**config.mk**
```make
export PLATFORM = sky130hd
export DESIGN_NAME = pipe_stage_reg
export DESIGN_NICKNAME = d
export VERILOG_FILES = /design/src/rtl/osiris_pipe_pkg.sv /design/src/rtl/pipe_stage_reg_sat_counter.sv /design/src/rtl/pipe_stage_reg.sv
export SDC_FILE = /design/constraint.sdc
export NUM_CORES = 1
export LEC_CHECK = 0
export BUFFER_PORTS_ARGS = -buffer_cell sky130_fd_sc_hd__buf_2
export CORE_UTILIZATION = 40
export CTS_CLUSTER_SIZE = 20
export DETAILED_ROUTE_END_ITERATION = 12
export PLACE_DENSITY = 0.61
export SLEW_MARGIN = 10
export SYNTH_ARGS = -nofsm -noshare
export SYNTH_HDL_FRONTEND = slang
export SYNTH_HIERARCHICAL = 1
export SYNTH_SLANG_ARGS = --single-unit
```
**constraint.sdc**
```tcl
create_clock -name clk -period 1.5 [get_ports clk]
set_input_delay 0.3 -clock clk [delete_from_list [all_inputs] [get_ports clk]]
set_output_delay 0.3 -clock clk [all_outputs]
set_load 0.05 [all_outputs]
```
**src/rtl/osiris_pipe_pkg.sv**
```systemverilog
// Shared pipeline definitions: stage occupancy states and the default
// width of the control field carried in the low bits of a stage payload.
package osiris_pipe_pkg;

   typedef enum logic [1:0] {
      EMPTY = 2'd0,
      ONE   = 2'd1,
      FULL  = 2'd2
   } stage_state_e;

   localparam int unsigned CTRL_WIDTH_DEF = 4;

endpackage

```
**src/rtl/pipe_stage_reg_sat_counter.sv**
```systemverilog
// sat_counter: event counter that sticks at all-ones, cleared by rst.
module sat_counter #(
   parameter int unsigned WIDTH = 16
) (
   input  logic             clk,
   input  logic             rst,
   input  logic             i_inc,
   output logic [WIDTH-1:0] o_cnt
);

   logic [WIDTH-1:0] cnt_q;

   // Count qualifying cycles, holding once the counter is saturated.
   always_ff @(posedge clk) begin
      if (rst) begin
         cnt_q <= '0;
      end else if (i_inc && (cnt_q != '1)) begin
         cnt_q <= cnt_q + WIDTH'(1);
      end
   end

   assign o_cnt = cnt_q;

endmodule

```
**src/rtl/pipe_stage_reg.sv**
```systemverilog
// pipe_stage_reg: pipeline stage register built as a 2-entry skid buffer.
// o_ready depends only on registered state (and rst), never on i_ready.
// Invalid slots present a zeroed control field; data bits hold their value.
// Optional statistics counters: define PIPE_STAGE_REG_STATS_EN.
module pipe_stage_reg
   import osiris_pipe_pkg::*;
#(
   parameter int unsigned PAYLOAD_WIDTH = 104,
   parameter int unsigned CTRL_WIDTH    = CTRL_WIDTH_DEF,
   parameter int unsigned CNT_WIDTH     = 16
) (
   input  logic                     clk,
   input  logic                     rst,
   input  logic                     i_valid,
   output logic                     o_ready,
   input  logic [PAYLOAD_WIDTH-1:0] i_payload,
   input  logic                     i_flush,
   output logic                     o_valid,
   input  logic                     i_ready,
   output logic [PAYLOAD_WIDTH-1:0] o_payload
`ifdef PIPE_STAGE_REG_STATS_EN
   ,
   output logic [CNT_WIDTH-1:0]     o_stall_cnt,
   output logic [CNT_WIDTH-1:0]     o_flush_cnt
`endif
);

   stage_state_e             state_q;
   logic [PAYLOAD_WIDTH-1:0] main_q;
   logic [PAYLOAD_WIDTH-1:0] skid_q;
   logic                     in_fire;
   logic                     out_fire;
   logic [CTRL_WIDTH-1:0]    ctrl_out;

   assign o_ready  = (state_q != FULL) && !rst;
   assign o_valid  = (state_q != EMPTY);
   assign in_fire  = i_valid && o_ready;
   assign out_fire = o_valid && i_ready;

   // Bubble slots must never carry asserted write-enable control bits.
   assign ctrl_out  = o_valid ? main_q[CTRL_WIDTH-1:0] : '0;
   assign o_payload = {main_q[PAYLOAD_WIDTH-1:CTRL_WIDTH], ctrl_out};

   // Occupancy FSM with main/skid storage; rst, then flush, take priority.
   always_ff @(posedge clk) begin
      if (rst) begin
         state_q <= EMPTY;
         main_q  <= '0;
         skid_q  <= '0;
      end else if (i_flush) begin
         state_q <= EMPTY;
      end else begin
         unique case (state_q)
            EMPTY: begin
               if (in_fire) begin
                  main_q  <= i_payload;
                  state_q <= ONE;
               end
            end
            ONE: begin
               if (in_fire && out_fire) begin
                  main_q <= i_payload;
               end else if (in_fire) begin
                  skid_q  <= i_payload;
                  state_q <= FULL;
               end else if (out_fire) begin
                  state_q <= EMPTY;
               end
            end
            FULL: begin
               // o_ready is low here, so the only event is a drain into main.
               if (out_fire) begin
                  main_q  <= skid_q;
                  state_q <= ONE;
               end
            end
            default: state_q <= EMPTY;
         endcase
      end
   end

`ifdef PIPE_STAGE_REG_STATS_EN
   logic stall_inc;
   logic flush_inc;

   assign stall_inc = o_valid && !i_ready;
   assign flush_inc = i_flush && (state_q != EMPTY);

   sat_counter #(.WIDTH(CNT_WIDTH)) u_stall_cnt (
      .clk   (clk),
      .rst   (rst),
      .i_inc (stall_inc),
      .o_cnt (o_stall_cnt)
   );

   sat_counter #(.WIDTH(CNT_WIDTH)) u_flush_cnt (
      .clk   (clk),
      .rst   (rst),
      .i_inc (flush_inc),
      .o_cnt (o_flush_cnt)
   );
`endif

endmodule

```
After elaboration in Yosys (flattened, before gate mapping)
Cells that the tools add are included.
Widths: inputs -> output; s select.
{"block": "totals", "ff_bits": 210, "out_inout_bits": 106, "word_cells": 36, "in_bits": 109}
{"block": "op_classes", "n_eq_ne": 8, "n_reduce_logical": 12, "n_bitwise": 2, "mux": 11}
{"operator": "$mux 104", "n": 3}
{"operator": "$pmux 104 s3", "n": 1}
{"operator": "$mux 2", "n": 5}
{"operator": "$ne 2x2->1 const B", "n": 5}
{"operator": "$reduce_and 4->1", "n": 2}
{"operator": "$pmux 2 s3", "n": 1}
{"operator": "$reduce_and 5->1", "n": 1}
{"operator": "$logic_and 1x1->1", "n": 4}
{"operator": "$mux 4", "n": 1}
{"operator": "$ne 3x3->1 const B", "n": 1}
{"operator": "$reduce_bool 3->1", "n": 1}
{"operator": "$eq 2x1->1 const B", "n": 1}
{"operator": "$eq 2x2->1 const B", "n": 1}
{"operator": "$logic_not 2->1", "n": 1}
{"operator": "$not 1->1", "n": 2}
{"operator": "$reduce_bool 2->1", "n": 1}
{"operator": "$reduce_or 2->1", "n": 1}
{"operator": "$logic_not 1->1", "n": 1}

Logic depth before layout (Yosys ltp)
Gate-level depths: netlist of the first run.
{"block": "logic_depth", "ltp_word": 6, "depth_mapped": 7, "mapped_depth_nobuf": 3}

Least setup slack after synthesis of the first run
OpenSTA, ideal clock, no wires.
{"block": "synth_path", "path_kind": "register to output", "start": "register state_q[0]", "end": "output port o_ready", "stages_incl_launch_ff": 6, "n_path_buf": 3, "setup_slack_ns": -0.586, "t_arrival_ns": 1.786, "required_time_ns": 1.200, "path_cell_list": "dfxtp_1 nand2b_1 buf_2 buf_6 buf_2 nor2b_1"}
{"block": "synth_via", "elab_chain_len": 2}
{"element": "from (decl)", "line": "pipe_stage_reg.sv:28", "text": "stage_state_e state_q;"}
{"element": "from (signal assigned)", "line": "pipe_stage_reg.sv:47", "text": "state_q <= EMPTY;"}
{"element": "from (signal assigned)", "line": "pipe_stage_reg.sv:51", "text": "state_q <= EMPTY;"}
{"element": "from (signal assigned)", "line": "pipe_stage_reg.sv:57", "text": "state_q <= ONE;"}
{"element": "$ne 2x2->1", "line": "pipe_stage_reg.sv:35", "text": "assign o_ready = (state_q != FULL) && !rst;"}
{"element": "$logic_and 1x1->1", "line": "pipe_stage_reg.sv:35"}
{"element": "to (decl)", "line": "pipe_stage_reg.sv:15", "text": "output logic o_ready,"}
Every way passes these cells.

Final worst setup path of the first run
{"block": "layout_path", "start": "register state_q[0]", "end": "register main_q[27]"}
{"block": "layout_via", "elab_chain_len": 6, "elab_cells_between_ends": 15, "cone_classes": "6 x eq/ne; 1 x mux; 8 x reduce/logical"}
{"element": "$ne 2x2->1", "line": "pipe_stage_reg.sv:35"}
{"element": "$logic_and 1x1->1", "line": "pipe_stage_reg.sv:35"}
{"element": "$logic_and 1x1->1", "line": "pipe_stage_reg.sv:37", "text": "assign in_fire = i_valid && o_ready;"}
{"element": "$logic_and 1x1->1", "line": "pipe_stage_reg.sv:61", "text": "if (in_fire && out_fire) begin"}
{"element": "$ne 2x2->1 (no line)"}
{"element": "$reduce_and 5->1 (no line)"}
{"element": "to (signal assigned)", "line": "pipe_stage_reg.sv:56", "text": "main_q <= i_payload;"}
{"element": "to (signal assigned)", "line": "pipe_stage_reg.sv:62", "text": "main_q <= i_payload;"}
{"element": "to (signal assigned)", "line": "pipe_stage_reg.sv:73", "text": "main_q <= skid_q;"}
{"element": "to (decl)", "line": "pipe_stage_reg.sv:29", "text": "logic [PAYLOAD_WIDTH-1:0] main_q;"}
Several ways; a longest one is shown, not always the timed one.
A chain may end at the register's enable or synchronous reset.

==> flow_metrics.env, run 1 <==
export IMPL_synth_common_cells="210 x dfxtp_1, 105 x a211oi_1, 105 x a21oi_1, 105 x mux2i_1"
export IMPL_grt_max_degree=88
export IMPL_start_util_pct=40.91
export IMPL_worst_pin_slew_ps=1132
export IMPL_skew_ps=12.73
export IMPL_drv_slew=0
export IMPL_ys_warn_count=6
export IMPL_syn_area_per_cell_um2=9.106
export IMPL_wire_per_inst_um=24.22
export IMPL_clk_path_buf_depth=3
export IMPL_clkLatencyLatePin_ps=520
export IMPL_cts_tree="yes"
export IMPL_antenna_found_initial=5
export IMPL_cts_root_buf="clkbuf_16"
export IMPL_cts_made_buffers=24
export IMPL_core_area_um2=24460
export IMPL_period_minus_slack_ps=1789
export IMPL_syn_num_nets=1208
export IMPL_finalCritPeriodShare_pct=119.3
export IMPL_fin_hold_ws_ps=33.91
export IMPL_nFillCells=1954
export IMPL_hold_viol=0
export IMPL_ant_nets=0
export IMPL_cp_start_kind="flop"
export IMPL_multi_input_area_um2=6267
export IMPL_fp_row_count=57
export IMPL_fmax_ghz=0.5590
export IMPL_synthCells=1099
export IMPL_grt_setup_unrepaired="yes"
export IMPL_setup_viol=216
export IMPL_critPathKind="flop to flop"
export IMPL_place_hpwl_um=17770
export IMPL_grt_pass1_wl_um=48310
export IMPL_crit_arrival_ps=2160
export IMPL_cts_reportedPaths_clkPinSlew_ps=60
export IMPL_maxSlewHeadroom_pct=24.53
export IMPL_die_h_um=160.2
export IMPL_p_leak_uw=0.005901
export IMPL_ir_worst_vdd_uv=669.9
export IMPL_end_kind="flop"
export IMPL_finalWirelength_um=38130
export IMPL_synthArstFlopShare_pct=0
export IMPL_p_per_area_nw_per_um2=942.7
export IMPL_synth_top_area_share_pct=42.01
export IMPL_grt_pass1_vias=8532
export IMPL_synthDistinctLibCells=27
export IMPL_cap_violations=0
export IMPL_hold_path_class="primary input to flop"
export IMPL_place_gp_congestion=0.7577
export IMPL_ys_flop_type="dfxtp_1"
export IMPL_drc_errors=0
export IMPL_cp_max_fo=12
export IMPL_status="complete, but fails checks"
export IMPL_port_buffers=214
export IMPL_grt_usage_pct=23.18
export IMPL_h_tree_depth=1
export IMPL_clkSinkCount=210
export IMPL_violations="setup timing"
export IMPL_initialDrtViolationCount=713
export IMPL_dieWidth_um=160.2
export IMPL_io_pins=215
export IMPL_tns_ps=-39960
export IMPL_area_growth_pct=50.81
export IMPL_dieArea_um2=25650
export IMPL_synth_area_leader_cell="dfxtp_1"
export IMPL_synth_area_leaders="dfxtp_1 42%, mux2i_1 11%, a311oi_1 9.1%"
export IMPL_vias=9750
export IMPL_synth_most_common_cell="dfxtp_1"
export IMPL_ys_seq_elements=210
export IMPL_vias_per_cell=6.194
export IMPL_worstPathRequired_ps=1870
export IMPL_synth_enable_flop_cells=0
export IMPL_grt_overflow_total=0
export IMPL_fin_ws_ps=-288.9
export IMPL_nets=1341
export IMPL_detail_route_first_pass_iterations=5
export IMPL_seq_area_um2=4212
export IMPL_drive_gt1_share_pct=55.69
export IMPL_synth_yosys_seq_area_share_pct=42.01
export IMPL_synth_area_um2=10010
## flip-flops by register name, indices dropped and copies added (netlist names)
signal	flops
main_q	104
skid_q	104
state_q	2
## metrics by stage
step / util [%] / power, uW / cells / setup slack, ps / area (um^2)
finish: 61.70 / 14230 / 1574 / -288.9 / 15090
global route: 61.70 / 14710 / 1574 / -306.2 / 15090
CTS: 51.21 / 13760 / 1525 / -252.1 / 12530
detailed placement: 45.49 / 7871 / 1460 / -53.91 / 11130
global placement: 45.49 / 7854 / 1460 / -4.560 / 11130
floorplan: - / 7365 / 1099 / -34.87 / 10060
## layout make-up
cell class	instances	area share (%)
Multi-Input combinational cell	648	41.53
Sequential cell	210	27.91
Timing Repair Buffer	347	22.67
Clock buffer	34	4.701
Tap cell	324	2.686
Clock inverter	8	0.4560
Antenna cell	2	0.03316
Inverter	1	0.02487
## worst max-delay path, cell delays in order, from the launching register on
cell	delay, ps
dfxtp_4	370
buf_6	100
buf_6	90
and4bb_4	260
buf_6	140
buf_6	160
a311oi_1	440
a211oi_2	80
## per-layer routing
layer / share of wire [%] / wire length, um / track usage (%) / vias to the layer above
li1: - / - / - / 4364
met1: 42 / 16160 / 31.00 / 4850
met2: 48 / 18150 / 37.21 / 443
met3: 6.8 / 2595 / 4.390 / 89
met4: 3.1 / 1200 / 8.095 / 4
met5: 0.071 / 27 / 0 / -
## path summary, 6_finish.rpt
kind	endpoint	cells after the start	slack [ps]	start
setup / recovery	main_q[27]	7	-290	state_q[0]
hold / removal	skid_q[85]	3	30	i_payload[85]
setup reg to reg	main_q[27]	7	-290	state_q[0]
hold reg to reg	skid_q[80]	2	460	skid_q[80]
## cells by family (layout without fill, tap and decap cells)
family,after synthesis,count (layout),synth area share (%)
compound gates,420,420,27.59
buf+inv,241,390,13.42
flops,210,210,42.01
mux,105,105,10.50
other cells,0,2,0
simple gates,123,123,6.477
## report_power, final
part	total [uW]	switching (uW)	internal, uW
combinational	2540	1670	873
sequential	5850	105	5740
clock	5840	2390	3450
total	14200	4160	10100
## repair_timing
item,CTS,global route
hold endpoints to repair,1,0
gates cloned,10,33
buffers inserted,13,19
hold buffers,1,0
resized for setup,69,362
setup endpoints to repair,24,216
pin swaps,44,201
## cell usage in the layout (no fill, tap or decap), drive strengths merged, types with 6 or more instances in the layout
cell and n:
clkbuf 57, nor2b 6, a311oi 104, a21oi 105
clkinv 7, buf 322, nand3 104, o21ai 104
dfxtp 210, a211oi 105, mux2i 105
Note: power is estimated with default switching activity, not from simulation.
==> run 2, diff against run 1 <==
- RECOVER_POWER: not set -> 50
==> flow_metrics.env, run 2 (synthesized netlist as in run 1, its figures left out) <==
export IMPL_p_per_area_nw_per_um2=942.9
export IMPL_period_minus_slack_ps=1789
export IMPL_cts_made_buffers=24
export IMPL_antenna_found_initial=5
export IMPL_fmax_ghz=0.5590
export IMPL_grt_setup_unrepaired="yes"
export IMPL_critPathKind="flop to flop"
export IMPL_finalWirelength_um=38130
export IMPL_cp_max_fo=12
export IMPL_maxSlewHeadroom_pct=24.53
export IMPL_cts_tree="yes"
export IMPL_drc_errors=0
export IMPL_fin_ws_ps=-288.9
export IMPL_end_kind="flop"
export IMPL_status="complete, but fails checks"
export IMPL_setup_viol=216
export IMPL_regToRegEndpoint="main_q[27]"
export IMPL_cts_reportedPaths_clkPinSlew_ps=60
export IMPL_clkSinkCount=210
export IMPL_port_buffers=214
export IMPL_place_gp_congestion=0.7577
export IMPL_skew_ps=12.72
export IMPL_fp_row_count=57
export IMPL_p_leak_uw=0.005900
export IMPL_nets=1341
export IMPL_crit_end="main_q[27]"
export IMPL_place_hpwl_um=17770
export IMPL_drive_gt1_share_pct=55.69
export IMPL_r2r_setup_slack_ps=-290
export IMPL_vias_per_cell=6.194
export IMPL_reg2reg_depth=7
export IMPL_dieArea_um2=25650
export IMPL_finalCritPeriodShare_pct=119.3
export IMPL_cts_root_buf="clkbuf_16"
export IMPL_grt_overflow_total=0
export IMPL_io_pins=215
export IMPL_grt_max_degree=88
export IMPL_hp_start="i_payload[85]"
export IMPL_cap_violations=0
export IMPL_ir_worst_vdd_uv=669.9
export IMPL_dpl_cell_area_um2=11130
export IMPL_grt_pass1_wl_um=48310
export IMPL_layout_common_cells="208 x dfxtp_1, 205 x buf_2, 99 x mux2i_1"
export IMPL_worstPathRequired_ps=1870
export IMPL_hold_path_class="primary input to flop"
export IMPL_grt_usage_pct=23.18
export IMPL_reg_largest_list="main_q: 104 flops, skid_q: 104 flops, state_q: 2 flops"
export IMPL_start_util_pct=40.91
export IMPL_final_util_pct=61.68
export IMPL_core_area_um2=24460
export IMPL_initialDrtViolationCount=713
export IMPL_h_tree_depth=1
export IMPL_die_h_um=160.2
export IMPL_crit_arrival_ps=2160
export IMPL_wire_per_inst_um=24.22
export IMPL_cp_start_kind="flop"
export IMPL_vias=9750
export IMPL_grt_pass1_vias=8532
export IMPL_crit_start="state_q[0]"
export IMPL_violations="setup timing"
export IMPL_drv_slew=0
export IMPL_worst_pin_slew_ps=1132
export IMPL_detail_route_first_pass_iterations=5
export IMPL_rr_startpoint="state_q[0]"
export IMPL_ant_nets=0
export IMPL_clkLatencyLatePin_ps=520
export IMPL_area_growth_pct=50.79
export IMPL_dieWidth_um=160.2
export IMPL_hold_viol=0
export IMPL_clk_path_buf_depth=3
export IMPL_fin_area_um2=15090
export IMPL_final_common_cell="dfxtp_1"
==> run 2: what timing repair did <==
item,in CTS,in global routing
gates resized for setup,69,362
endpoints found under the setup margin,24,216
hold endpoints to repair,1,0
gates cloned,10,33
hold buffers,1,0
pin swaps,44,201
setup buffers,13,19
==> run 2: final cells by class <==
| class | instances | area (um^2) |
|---|---|---|
| fillers | 1955 | 9373 |
| multi-input cells | 648 | 6267 |
| flip-flops and latches | 210 | 4212 |
| repair buffers | 347 | 3418 |
| clock buffers | 34 | 709.4 |
| well taps | 324 | 405.4 |
| clock inverters | 8 | 68.82 |
| diodes | 2 | 5.005 |
| inverters | 1 | 3.754 |
==> run 2: how the worst min path moves through the flow <==
stage                 end  slack, ps  cells past startpoint
2_1_floorplan  state_q[1]        370                      1
3_3_place_gp   skid_q[24]        460                      2
3_5_place_dp   skid_q[11]        470                      2
4_1_cts        skid_q[79]         30                      3
5_1_grt        skid_q[79]         30                      3
6_report       skid_q[85]         30                      3
==> run 2: where the power goes <==
| group | switching, uW | total, uW | internal, uW | leakage [uW] |
|---|---|---|---|---|
| Clock | 2390 | 5840 | 3450 | 0.000390 |
| Combinational | 1670 | 2540 | 873 | 0.00380 |
| Sequential | 105 | 5850 | 5740 | 0.00171 |
==> run 2: stage by stage <==
step           hold WS, ps  setup WS (ps)  power, uW  setup TNS, ps  std cells
6_report             33.92         -288.9      14230         -39960       1574
5_1_grt              32.00         -306.2      14710         -46710       1574
4_1_cts              25.23         -252.1      13760         -25200       1525
3_5_place_dp         465.3         -53.91       7871         -435.4       1460
3_3_place_gp         458.4         -4.560       7854         -31.09       1460
2_1_floorplan        372.8         -34.87       7365         -80.63       1099
==> run 2: critical path: stages (launching register included) <==
cell and delay [ps]:
dfxtp_4 370, buf_6 100, buf_6 90, and4bb_4 260, buf_6 140, buf_6 160
a311oi_1 440, a211oi_2 80
==> run 2: layer usage <==
metal	global-route usage [%]	share of wire, %	up-vias	wire length [um]
li1	-	-	4364	-
met2	37.21	48	443	18150
met5	0	0.071	-	27
met4	8.095	3.1	4	1200
met3	4.390	6.8	89	2595
met1	31.00	42	4850	16160
